### src/rtl/cpu_types_pkg.sv
`default_nettype none
// ============================================================================
// cpu_types_pkg : shared CPU datapath types (fetch/decode pipeline register)
// Rev 1.0
// ============================================================================
package cpu_types_pkg;

  typedef logic [31:0] word_t;

  typedef struct packed {
    word_t instr;
    word_t npc;
  } if_id_entry_t;

  localparam word_t NOP_INSTR_DEF = '0;

endpackage
`default_nettype wire

### src/rtl/if_id_buffer.sv
`default_nettype none
// ============================================================================
// if_id_buffer : small in-order FIFO decoupling instruction fetch from decode
// Rev 1.0
// ============================================================================
module if_id_buffer
  import cpu_types_pkg::*;
#(
  parameter int    DEPTH     = 2,
  parameter word_t NOP_INSTR = NOP_INSTR_DEF
) (
  input  logic                       CLK,
  input  logic                       nRST,
  input  logic                       enq_valid,
  input  logic [31:0]                enq_instr,
  input  logic [31:0]                enq_npc,
  output logic                       enq_ready,
  output logic                       deq_valid,
  output logic [31:0]                deq_instr,
  output logic [31:0]                deq_npc,
  input  logic                       deq_ready,
  input  logic                       flush,
  output logic [$clog2(DEPTH+1)-1:0] count
);

  localparam int PTR_W = (DEPTH > 1) ? $clog2(DEPTH) : 1;
  localparam int CNT_W = $clog2(DEPTH + 1);

  if ((DEPTH < 2) || ((DEPTH & (DEPTH - 1)) != 0)) begin : g_bad_depth
    $error("if_id_buffer: DEPTH must be a power of 2 and >= 2");
  end

  if_id_entry_t mem [DEPTH];

  logic [PTR_W-1:0] wr_ptr;
  logic [PTR_W-1:0] rd_ptr;
  logic             enq_fire;
  logic             deq_fire;
  if_id_entry_t     head;

  // enq_ready looks only at registered occupancy, never at deq_ready.
  assign enq_ready = (count < CNT_W'(DEPTH));
  assign deq_valid = (count != '0);
  assign enq_fire  = enq_valid & enq_ready;
  assign deq_fire  = deq_valid & deq_ready;
  assign head      = mem[rd_ptr];

  always_comb begin
    deq_instr = NOP_INSTR;
    deq_npc   = '0;
    if (deq_valid) begin
      deq_instr = head.instr;
      deq_npc   = head.npc;
    end
  end

  // Storage carries no reset; empty entries are masked by deq_valid.
  always_ff @(posedge CLK) begin
    if (enq_fire && !flush) begin
      mem[wr_ptr] <= '{instr: enq_instr, npc: enq_npc};
    end
  end

  always_ff @(posedge CLK or negedge nRST) begin
    if (!nRST) begin
      wr_ptr <= '0;
      rd_ptr <= '0;
      count  <= '0;
    end else if (flush) begin
      wr_ptr <= '0;
      rd_ptr <= '0;
      count  <= '0;
    end else begin
      if (enq_fire) wr_ptr <= wr_ptr + PTR_W'(1);
      if (deq_fire) rd_ptr <= rd_ptr + PTR_W'(1);
      case ({enq_fire, deq_fire})
        2'b10:   count <= count + CNT_W'(1);
        2'b01:   count <= count - CNT_W'(1);
        default: count <= count;
      endcase
    end
  end

`ifndef SYNTHESIS
  a_count_bound : assert property (@(posedge CLK) disable iff (!nRST)
    count <= CNT_W'(DEPTH));
  a_no_enq_full : assert property (@(posedge CLK) disable iff (!nRST)
    enq_fire |-> (count < CNT_W'(DEPTH)));
  a_valid_count : assert property (@(posedge CLK) disable iff (!nRST)
    deq_valid == (count != '0));
`endif

endmodule
`default_nettype wire

### config.mk
export PLATFORM = sky130hd
export DESIGN_NAME = if_id_buffer
export DESIGN_NICKNAME = d
export VERILOG_FILES = /design/src/rtl/cpu_types_pkg.sv /design/src/rtl/if_id_buffer.sv
export SDC_FILE = /design/constraint.sdc
export NUM_CORES = 1
export LEC_CHECK = 0
export ABC_AREA = 1
export BUFFER_PORTS_ARGS = -buffer_cell sky130_fd_sc_hd__buf_2
export CAP_MARGIN = 25
export CORE_MARGIN = 1
export CORE_UTILIZATION = 40
export CTS_CLUSTER_DIAMETER = 200
export DETAILED_ROUTE_END_ITERATION = 16
export PLACE_DENSITY = 0.71
export REMOVE_ABC_BUFFERS = 1
export SLEW_MARGIN = 0
export SYNTH_ARGS = -nofsm -noshare
export SYNTH_HDL_FRONTEND = slang
export SYNTH_SLANG_ARGS = --single-unit
### constraint.sdc
create_clock -name CLK -period 5.48 [get_ports CLK]
set_input_delay 1.096 -clock CLK [delete_from_list [all_inputs] [get_ports CLK]]
set_output_delay 1.096 -clock CLK [all_outputs]
set_load 0.02 [all_outputs]
==> results of run 1 <==
[layout make-up]
class | count | area (um^2)
well taps | 168 | 210.2
clock inverters | 11 | 135.1
flip-flops and latches | 132 | 3945
clock buffers | 21 | 440.4
repair buffers | 142 | 750.7
fillers | 1051 | 5708
inverters | 6 | 22.52
multi-input cells | 218 | 949.7
[per-layer routing]
metal / up-vias / wire, um / GRT usage
met4: 0 / 174 / 0.09091
met5: - / 0 / 0
met1: 1576 / 4433 / 0.1999
met2: 105 / 5017 / 0.2683
li1: 1605 / - / -
met3: 14 / 567 / 0.05664
[report_power, final]
| part | switching (mW) | internal (mW) |
|---|---|---|
| clock network | 0.385 | 0.708 |
| logic | 0.481 | 0.189 |
| registers | 0.0210 | 1.18 |
[worst max-delay path: cells and delay by family, from the launching register on]
family | cells | cell delay (ns)
DFF | 1 | 0.40
buffers and inverters | 3 | 0.89
AOI/OAI and AO/OA | 1 | 0.19
and+or+nand+nor | 1 | 0.07
[Yosys cell counts]
library cell	instances
clkbuf_1	2
o21ai_0	1
nor2_2	1
nand2_2	4
nand3_1	3
o22ai_1	1
nand2_4	1
buf_6	7
a21oi_1	65
buf_4	6
nor2_1	4
buf_2	6
inv_1	4
nand2_1	138
dfrtp_1	4
edfxtp_1	128
inv_2	2
[registers in the layout, summed over array words and instances, names as in the netlist]
signal and flops:
count 2, mem 128, rd_ptr 1, wr_ptr 1
[through the flow]
| step | utilization | hold WS (ns) |
|---|---|---|
| 6_report | 0.5307 | 0.4946 |
| 4_1_cts | 0.5290 | 0.4657 |
| 3_5_place_dp | 0.4817 | 0.5764 |
| 5_1_grt | 0.5307 | 0.4647 |
| 3_3_place_gp | 0.4800 | 0.5370 |
| 2_1_floorplan | - | 0.4577 |
[kinds of logic (layout without fill, tap and decap cells)]
kind of cell,count (synthesis),count (layout),synth area share
and+or+nand+nor,151,151,0.1168
DFF,132,132,0.7802
AOI/OAI and AO/OA,67,67,0.06658
buffers and inverters,27,180,0.03639
[worst min-delay path by stage]
| stage | slack, ns | to | depth (start not counted) |
|---|---|---|---|
| floorplan | 0.46 | wr_ptr | 1 |
| global placement | 0.54 | wr_ptr | 1 |
| detailed placement | 0.58 | wr_ptr | 1 |
| CTS | 0.47 | count[0] | 1 |
| global route | 0.46 | count[0] | 1 |
| finish | 0.49 | count[0] | 1 |
==> impl_summary.log, run 1 <==
INFO  metric path_cells = inv_2 > buf_12 > nand2_1 > a21oi_1 > buf_2
INFO  metric ys_ff_latch = 132
INFO  metric globalRouteTotalUtil = 0.1675
INFO  metric syn_area = 5055 um^2
INFO  metric rsz0062_at_grt = no
INFO  metric die_height = 114.4 um
INFO  metric detailedRoute.firstIterationViolations = around 150
INFO  metric fin_setup_tns = 0 ns
INFO  metric maximum_number_of_pins_on_one_net_before_global_route_repair = 66
INFO  metric numCtsBuffers = 17
INFO  metric die_x = 114.4 um
INFO  metric timing.hold.worst.class = in -> async
INFO  metric mostFrequentLayoutCell = nand2_1
INFO  metric cp_max_fo = 38
INFO  metric count_of_tritonroute_iterations_in_the_first_routing_pass = 6
INFO  metric initial_cell_density_of_the_core = 0.4156
INFO  metric yosys.area.top_type = edfxtp_1
INFO  metric synth_sequential_area_ratio = 0.7802
INFO  metric worstRegToRegCells = 6
INFO  metric first_global_vias = between 3000 and 4000
INFO  metric crit_end = deq_npc[20]
INFO  metric fmaxAchievable = 0.3252 GHz
INFO  metric num_antenna_cells = 0
INFO  metric stdcell_area = between 6000 and 7000 um^2
INFO  metric reg2reg_launch_point = count[1]
INFO  metric clock_path_buffers = 2
INFO  metric postSynthCellCount = around 380
INFO  metric power_density = about 460 nW/um^2
INFO  metric antenna_found_initial = 1
INFO  metric drc_errors = 0
INFO  metric die_area = roughly 13000 um^2
INFO  metric worst_ep_required_time = 4.38 ns
INFO  metric h_tree_level_count = 4
INFO  metric cts-hold-fix-buffers = 0
INFO  metric route.antenna.remaining_nets = 0
INFO  metric period_share = 0.5611
INFO  metric rows = 40
INFO  metric design.portCount = between 100 and 150
INFO  metric layout.cells.most_common_list = 138 x nand2_1, 136 x buf_2, 128 x edfxtp_1, 65 x a21oi_1, 17 x clkbuf_16
INFO  metric synth.lib_cells_used.distinct = 17
INFO  metric routed-via-count = 3300
INFO  metric power.total = between 2 and 3 mW
INFO  metric stdcell_count = 698
INFO  metric detailed_place_hpwl = 6143 um
INFO  metric nets = 586
INFO  metric place.detailed.instances = 665
INFO  metric cts.repair_timing.setup_buffer_count = 0
INFO  metric worst_clock_skew = roughly 0.012 ns
INFO  metric cts_tree = built
INFO  metric placeable_core_region = 12160 um^2
INFO  metric port_buffers = 136
INFO  metric wire_length_of_the_first_global_routing_pass = 16010 um
INFO  metric critPathLaunchType = flop
INFO  metric tightest_slew = 0.9130 ns
INFO  metric clock_insertion_delay_worst_skew = 0.41 ns
INFO  metric place_ws = 2.207 ns
INFO  metric regToRegEndpoint = mem[0][48]
INFO  metric max-cap-violations = 0
INFO  metric critPathKind = reg -> out
INFO  metric clkTransAtPathRegs = about 0.05 ns
INFO  metric number_of_endpoints_failing_setup_at_the_final_stage = 0
INFO  metric crit_slowest_cell = inv_2
INFO  metric area.growth.synth_to_final = 27.67%
INFO  metric wl_per_cell = 14.60 um
INFO  metric synth_largest_type_area_fraction = 0.7604
INFO  metric synth_area_leaders = edfxtp_1 76%, nand2_1 10%, a21oi_1 6.4%
INFO  metric detail_route.vias_per_cell = ~4.7
INFO  metric leakage = 2.616 nW
INFO  metric tritoncts_num_sinks = between 100 and 150
INFO  metric synth_warnings = 0
INFO  metric grt_overflow = 0
INFO  metric critical_path_arrival = 1.98 ns
INFO  metric timing.critical_path.slowest_cell_delay = 0.41 ns
INFO  metric ctsResizeCount = 0
INFO  metric result_of_the_run = finished clean
INFO  metric routed_wirelength = 10190 um
INFO  metric layout_setup_ws = 2.405 ns
INFO  metric pins_over_their_slew_limit = 0
INFO  metric timing.critical_path.from = rd_ptr
INFO  metric post_route_cells_drive_above_1_share = 0.3396
INFO  metric timing_hold_violations_final = 0
INFO  metric timing.critical_path.to_type = primary output
INFO  metric syn_avg_cell_area = 13.41 um^2
INFO  metric timing.final.crit_period = 3.075 ns
INFO  metric gp_weighted_congestion = 0.7218
INFO  metric dpl-instance-area = 5858 um^2
INFO  metric vdd_drop_max = 0.0002507 V
INFO  metric clk_root_buffer_cell = clkbuf_16
INFO  metric max_slew_margin = 0.3899
INFO  metric r2r_slack = between 2 and 3 ns
Power figures use the tool's default switching activity.
==> inputs of run 2 (changes only) <==
ABC_AREA = 0   (was 1)
clock period = 3.1 ns   (was 5.48 ns; I/O delays follow)
==> run 2 against run 1 <==
- sequential cell count is the same
- global-route usage decreased by 2.0 points
- via count down 13%
- count of clock-buffer cells in the layout grew 1
- power rose by 44%
- first-iteration DRC count decreased by 15%
- combinational power decreased by 42%
- clock skew is 0.0046 ns lower
- critical path depth decreased by 1
==> impl_summary.log, run 2 <==
INFO  metric cp_max_fo = 35 (-7.9%)
INFO  metric timing_hold_violations_final = 0 (unchanged)
INFO  metric detail_route.vias_per_cell = 4.631 (-2.0%)
INFO  metric num_antenna_cells = 0 (unchanged)
INFO  metric route.antenna.remaining_nets = 0 (unchanged)
INFO  metric count_of_tritonroute_iterations_in_the_first_routing_pass = 4 (-2)
INFO  metric syn_area = 5090 um^2 (+0.69%)
INFO  metric critical_path_arrival = 2.05 ns (+0.07 ns)
INFO  metric stdcell_area = 6466 um^2 (+0.19%)
INFO  metric synth_largest_type_area_fraction = 0.7552 (-0.005234)
INFO  metric synth_common_cells = 128 x edfxtp_1, 67 x nor2_1, 64 x mux2i_1, 6 x buf_4, 5 x buf_8
INFO  metric period_share = 0.8600
INFO  metric final.hold.worst_slack = 0.3966 ns (-0.09806 ns)
INFO  metric die_height = 114.8 um (+0.34%)
INFO  metric pins_over_their_slew_limit = 0 (unchanged)
INFO  metric largest_register_ff_count = 128 (unchanged)
INFO  metric tritoncts_num_sinks = 132 (unchanged)
INFO  metric yosys.area.top_type = edfxtp_1
INFO  metric tightest_slew = 0.5677 ns (-0.3454 ns)
INFO  metric routed-via-count = 2876 (-13%)
INFO  metric die_x = 114.8 um (+0.34%)
INFO  metric syn_avg_cell_area = 17.37 um^2 (+30%)
INFO  metric power.total = 4.274 mW (+44%)
INFO  metric rows = 40 (unchanged)
INFO  metric stdcell_count = 621 (-11%)
INFO  metric clkTransAtPathRegs = 0.05 ns (about the same)
INFO  metric antenna_found_initial = 0 (-1)
INFO  metric timing.critical_path.from = rd_ptr
INFO  metric result_of_the_run = finished clean
INFO  metric path_cells = buf_12 > mux2i_1 > nor2_1 > buf_2
INFO  metric fmaxAchievable = 0.3751 GHz
INFO  metric timing.final.crit_period = 2.666 ns
INFO  metric area_of_combinational_cells_with_multiple_inputs = 1015 um^2 (+6.9%)
INFO  metric cts_tree = built
INFO  metric placeable_core_region = 12210 um^2 (+0.41%)
INFO  metric grtUsageMet3 = 0.05324 (-0.003402)
INFO  metric area.growth.synth_to_final = 27.04%
INFO  metric synth_area_leaders = edfxtp_1 76%, mux2i_1 13%, nor2_1 4.9%
INFO  metric ys_dominant_reg_cell = edfxtp_1
INFO  metric worst_path_dominant_cell_family = flip-flops
INFO  metric drc_errors = 0 (unchanged)
INFO  metric worst_clock_skew = 0.007461 ns (-0.004624 ns)
INFO  metric first_global_vias = 2940 (-9.8%)
INFO  metric timing.critical_path.slowest_cell_delay = 0.80 ns (+0.39 ns)
INFO  metric postSynthCellCount = 293 (-22%)
INFO  metric post_route_cells_drive_above_1_share = 0.3819 (+0.04228)
INFO  metric layout.cells.most_common_list = 136 x buf_2, 128 x edfxtp_1, 66 x nor2_1, 64 x mux2i_1, 17 x clkbuf_16
INFO  metric dpl-instance-area = 5926 um^2 (+1.2%)
INFO  metric synth_warnings = 0 (unchanged)
INFO  metric maximum_number_of_pins_on_one_net_before_global_route_repair = 36 (-45%)
INFO  metric edff_count_synth = 128 (unchanged)
INFO  metric rsz0062_at_grt = no
INFO  metric cp_num_buf_inv = 2 (-1)
INFO  metric nets = 511 (-13%)
INFO  metric routed_wirelength = 9118 um (-11%)
INFO  metric grt_overflow = 0 (unchanged)
INFO  metric synth.lib_cells_used.distinct = 21 (+4)
INFO  metric timing.critical_path.to_type = primary output
INFO  metric gp_weighted_congestion = 0.6698 (-7.2%)
INFO  metric detailedRoute.firstIterationViolations = 131 (-15%)
INFO  metric crit_slowest_cell = dfrtp_4
INFO  metric detailed_place_hpwl = 5823 um (-5.2%)
INFO  metric initial_cell_density_of_the_core = 0.4168 (+0.001165)
INFO  metric hold_path_startpoint = enq_npc[28]
INFO  metric numCtsBuffers = 17 (unchanged)
INFO  metric cts.repair_timing.setup_buffer_count = 0 (unchanged)
INFO  metric globalRouteTotalUtil = 0.1479 (-0.01955)
INFO  metric synth_sequential_area_ratio = 0.7748 (-0.005370)
INFO  metric reg2reg_launch_point = count[1]
INFO  metric leakage = 2.469 nW (-5.6%)
INFO  metric wl_per_cell = 14.68 um (+0.56%)
INFO  metric synthMostInstantiatedCell = edfxtp_1
INFO  metric registers.top_by_ff_count = mem
INFO  metric ys_ff_latch = 132 (unchanged)
INFO  metric worst_ep_required_time = 2.48 ns (-1.90 ns)
INFO  metric register_area = 3948 um^2 (about the same)
INFO  metric timing.hold.worst.class = in -> reg
INFO  metric place.detailed.instances = 590 (-11%)
INFO  metric mostFrequentLayoutCell = buf_2
INFO  metric place_ws = 0.8309 ns (-1.376 ns)
INFO  metric port_buffers = 136 (unchanged)
INFO  metric power_density = 661.0 nW/um^2 (+44%)
INFO  metric groute.layer.met2.usage = 0.2521 (-0.01616)
INFO  metric layout_setup_ws = 0.4339 ns (-1.971 ns)
INFO  metric max-cap-violations = 0 (unchanged)
INFO  metric grt.busiest_layer = met2
INFO  metric max_slew_margin = 0.6216 (+0.2317)
INFO  metric fin_setup_tns = 0 ns (unchanged)
INFO  metric wire_length_of_the_first_global_routing_pass = 14170 um (-11%)
INFO  metric clk_root_buffer_cell = clkbuf_16
INFO  metric critPathLaunchType = flop
INFO  metric clock_insertion_delay_worst_skew = 0.41 ns (about the same)
INFO  metric gr-usage-met1 = 0.1616 (-0.03821)
INFO  metric vdd_drop_max = 0.0004287 V (+71%)
INFO  metric number_of_endpoints_failing_setup_at_the_final_stage = 0 (unchanged)
INFO  metric critPathKind = reg -> out
INFO  metric die_area = 13180 um^2 (+0.68%)
INFO  metric largest_registers = mem: 128 flops, count: 2 flops
INFO  metric clock_path_buffers = 2 (unchanged)
INFO  metric async_reset_ff_frac = 0.03030 (unchanged)
INFO  metric nFillCells = 1065 (+1.3%)
INFO  metric final_util = 0.5295 (-0.001150)
INFO  metric design.portCount = 137 (unchanged)
INFO  metric h_tree_level_count = 4 (unchanged)
==> run 2: changes by cell type in the layout (fill, tap and decap cells not counted), sizes merged, moves of 2 or more <==
| cell | before | now |
|---|---|---|
| nor2b | 0 | 2 |
| a21oi | 65 | 2 |
| nand3 | 3 | 0 |
| nand2b | 0 | 2 |
| xor2 | 0 | 2 |
| inv | 6 | 2 |
| clkinvlp | 2 | 0 |
| mux2i | 0 | 64 |
| nor2 | 5 | 67 |
| nand2 | 143 | 1 |
==> run 2: path summary, 6_finish.rpt <==
check / to / slack, ns / cells past startpoint
worst max-delay path: deq_instr[20] / 0.43 / 4
worst min-delay path: mem[1][28] / 0.40 / 1
worst max register to register: mem[1][11] / 1.39 / 3
worst min register to register: wr_ptr / 0.60 / 2
max in group asynchronous: rd_ptr / 2.40 / 2
min in group asynchronous: wr_ptr / 0.55 / 2
==> run 2: logic make-up after synthesis <==
| kind of cell | synth area share |
|---|---|
| DFF | 0.7748 |
| and+or+nand+nor | 0.06047 |
| muxes | 0.1281 |
| buffers and inverters | 0.02925 |
| AOI/OAI and AO/OA | 0.003933 |
| xor gates and xnor gates | 0.003442 |
==> run 2: power breakdown <==
group / internal, mW / switching (mW) / total [mW]
Combinational: 0.149 / 0.241 / 0.391
Clock: 1.16 / 0.648 / 1.81
Sequential: 2.04 / 0.0347 / 2.08
Total: 3.35 / 0.924 / 4.27
==> run 2: area by class of cell <==
class / instances / area share
multi-input combinational: 145 / 0.1569
timing repair buffer: 144 / 0.1169
clock inverter: 8 / 0.01335
tap: 168 / 0.03251
sequential: 132 / 0.6105
inverter: 2 / 0.001161
clock buffer: 22 / 0.06869
==> run 2: what timing repair did <==
| action | 4_1_cts | 5_1_grt |
|---|---|---|
| gates resized for setup | 0 | 0 |
| setup endpoints to repair | 0 | 0 |
| hold buffers | 1 | 0 |
| hold endpoints to repair | 4 | 0 |
==> run 2: per-layer routing <==
| metal | vias to the layer above | routed length, um | part of all wire |
|---|---|---|---|
| met5 | - | 0 | 0 |
| met2 | 100 | 4613 | 0.51 |
| li1 | 1381 | - | - |
| met3 | 18 | 602 | 0.066 |
| met1 | 1377 | 3714 | 0.41 |
| met4 | 0 | 188 | 0.021 |
==> run 2: worst register-to-register path: stages (launching register included) <==
cell	delay, ns
dfrtp_1	0.47
nand2b_4	0.21
nor3b_2	0.21
buf_4	0.44
==> inputs of run 3 (changes only) <==
CORE_UTILIZATION = 28   (was 40)
PLACE_DENSITY = 0.55   (was 0.71)
==> run 3 against run 2 <==
- sequential power is essentially flat
- setup slack gained 0.26 ns
- first-iteration DRC count shrank 12%
- utilization shrank 16 points
- register-to-register slack gained 0.04 ns
- sequential cell count is the same
- highest routed layer unchanged
- critical path depth is the same
==> impl_summary.log, run 3 (synthesis gave the netlist of run 2 again) <==
INFO  metric result_of_the_run = finished clean
INFO  metric dpl-instance-area = 6007 um^2 (+1.4%)
INFO  metric largest_registers = mem: 128 flops, count: 2 flops
INFO  metric power_density = 645.6 nW/um^2 (-2.3%)
INFO  metric detailed_place_hpwl = 6110 um (+4.9%)
INFO  metric die_height = 136.8 um (+19%)
INFO  metric registers.top_by_ff_count = mem
INFO  metric pins_over_their_slew_limit = 0 (unchanged)
INFO  metric routed.top_layer = met4
INFO  metric wl_met3 = 638 um (+6.0%)
INFO  metric cts.repair_timing.setup_buffer_count = 0 (unchanged)
INFO  metric stdcell_count = 674 (+8.5%)
INFO  metric power.total = 4.208 mW (-1.6%)
INFO  metric timing.critical_path.slowest_cell_delay = 0.41 ns (-0.39 ns)
INFO  metric tritoncts_num_sinks = 132 (unchanged)
INFO  metric routed-via-count = 2875 (-0.035%)
INFO  metric largest_register_ff_count = 128 (unchanged)
INFO  metric met2RoutedLength = 4788 um (+3.8%)
INFO  metric post_route_cells_drive_above_1_share = 0.3808 (-0.001052)
INFO  metric detail_route.vias_per_cell = 4.266 (-7.9%)
INFO  metric clk_root_buffer_cell = clkbuf_16
INFO  metric cts-hold-fix-buffers = 1 (unchanged)
INFO  metric clkTransAtPathRegs = 0.06 ns (about the same)
INFO  metric globalRouteTotalUtil = 0.1115 (-0.03644)
INFO  metric numCtsBuffers = 17 (unchanged)
INFO  metric design.portCount = 137 (unchanged)
INFO  metric cts_tree = built
INFO  metric r2r_slack = 1.43 ns (+0.04 ns)
INFO  metric worst_path_dominant_cell_family = buffers and inverters
INFO  metric first_global_vias = 2951 (+0.37%)
INFO  metric nets = 509 (-0.39%)
INFO  metric initial_cell_density_of_the_core = 0.2902 (-0.1266)
INFO  metric timing.hold.worst.class = in -> reg
INFO  metric place.detailed.instances = 645 (+9.3%)
INFO  metric port_buffers = 136 (unchanged)
INFO  metric fmaxAchievable = 0.4162 GHz (+11%)
INFO  metric h_tree_level_count = 4 (unchanged)
INFO  metric antenna_found_initial = 0 (unchanged)
INFO  metric stdcell_area = 6518 um^2 (+0.79%)
INFO  metric drc_errors = 0 (unchanged)
INFO  metric cp_max_fo = 65 (+86%)
INFO  metric leakage = 2.449 nW (-0.82%)
INFO  metric routed_wirelength = 9932 um (+8.9%)
INFO  metric grt_overflow = 0 (unchanged)
INFO  metric rsz0062_at_grt = no
INFO  metric critPathKind = reg -> out
INFO  metric tightest_slew = 0.4737 ns (-0.09397 ns)
INFO  metric cp_num_buf_inv = 2 (unchanged)
INFO  metric timing.final.crit_period = 2.403 ns (-0.2633 ns)
INFO  metric num_antenna_cells = 0 (unchanged)
INFO  metric timing.critical_path.to_type = primary output
INFO  metric crit_slowest_cell = dfrtp_4
INFO  metric critPathLaunchType = flop
INFO  metric route.antenna.remaining_nets = 0 (unchanged)
INFO  metric number_of_endpoints_failing_setup_at_the_final_stage = 0 (unchanged)
INFO  metric critical_path_arrival = 1.78 ns (-0.27 ns)
INFO  metric path_cells = buf_12 > mux2i_1 > nor2_1 > buf_2
INFO  metric worst_ep_required_time = 2.48 ns (about the same)
INFO  metric period_share = 0.7751 (-0.08495)
INFO  metric clock_path_buffers = 2 (unchanged)
INFO  metric wire_length_of_the_first_global_routing_pass = 15150 um (+6.9%)
INFO  metric count_of_tritonroute_iterations_in_the_first_routing_pass = 4 (unchanged)
INFO  metric gp_weighted_congestion = 0.6883 (+2.8%)
INFO  metric area.growth.synth_to_final = 28.05%
INFO  metric worst_clock_skew = 0.004448 ns (-0.003013 ns)
INFO  metric die_area = 18720 um^2 (+42%)
INFO  metric mostFrequentLayoutCell = buf_2
INFO  metric maximum_number_of_pins_on_one_net_before_global_route_repair = 66 (+83%)
INFO  metric layout.cells.most_common_list = 136 x buf_2, 128 x edfxtp_1, 66 x nor2_1, 64 x mux2i_1, 17 x clkbuf_16
INFO  metric clock_insertion_delay_worst_skew = 0.41 ns (about the same)
INFO  metric max_slew_margin = 0.6842 (+0.06265)
INFO  metric max-cap-violations = 0 (unchanged)
INFO  metric placeable_core_region = 17540 um^2 (+44%)
INFO  metric rows = 48 (+20%)
INFO  metric ctsResizeCount = 0 (unchanged)
INFO  metric wl_per_cell = 14.74 um (+0.36%)
INFO  metric route.layer.met1.wl = 4382 um (+18%)
INFO  metric detailedRoute.firstIterationViolations = 115 (-12%)
INFO  metric die_x = 136.8 um (+19%)
INFO  metric vdd_drop_max = 0.0003578 V (-17%)
INFO  metric timing_hold_violations_final = 0 (unchanged)
INFO  metric nFillCells = 1733 (+63%)
[run 3: cell types whose count changed in the layout (fill, tap and decap cells not counted), sizes merged]
cell / change
clkbuf: -3
buf: -2
bufinv: -1
clkinv: +1
clkinvlp: +1
[run 3: worst paths after layout]
path                       cells after the start     endpoint         start
max in group asynchronous                      2       rd_ptr          nRST
setup reg to reg                               3   mem[1][32]      count[1]
hold / removal                                 1   mem[0][33]  enq_instr[1]
setup / recovery                               4  deq_npc[16]        rd_ptr
min in group asynchronous                      2     count[0]          nRST
hold reg to reg                                2       wr_ptr        wr_ptr
[run 3: power breakdown]
group	total [mW]	switching (mW)	leakage, nW	internal, mW
clock	1.74	0.671	0.244	1.06
sequential	2.06	0.0183	1.23	2.04
combinational	0.411	0.259	0.979	0.152
total	4.21	0.949	2.45	3.26
[run 3: stage by stage]
stage / util / hold slack, ns / setup slack, ns / TNS (ns)
2_1_floorplan: - / 0.3244 / -2.836 / -379.59
3_3_place_gp: 0.3425 / 0.4299 / 1.127 / 0
3_5_place_dp: 0.3425 / 0.4364 / 1.115 / 0
4_1_cts: 0.3716 / 0.3723 / 0.6659 / 0
5_1_grt: 0.3716 / 0.3734 / 0.6018 / 0
6_report: 0.3716 / 0.3958 / 0.6973 / 0
[run 3: layer usage]
layer,vias up,track usage
met1,1398,0.1343
met5,-,0
met3,10,0.04370
met4,0,0.04396
li1,1378,-
met2,89,0.1788
[run 3: layout make-up]
class                      count  area [um^2]  area share
inverter                       2        7.507    0.001152
sequential                   132         3948      0.6057
clock inverter                 9        67.56     0.01037
multi-input combinational    145         1015      0.1557
tap                          225        281.5     0.04319
timing repair buffer         142        765.7      0.1175
clock buffer                  19        432.9     0.06642
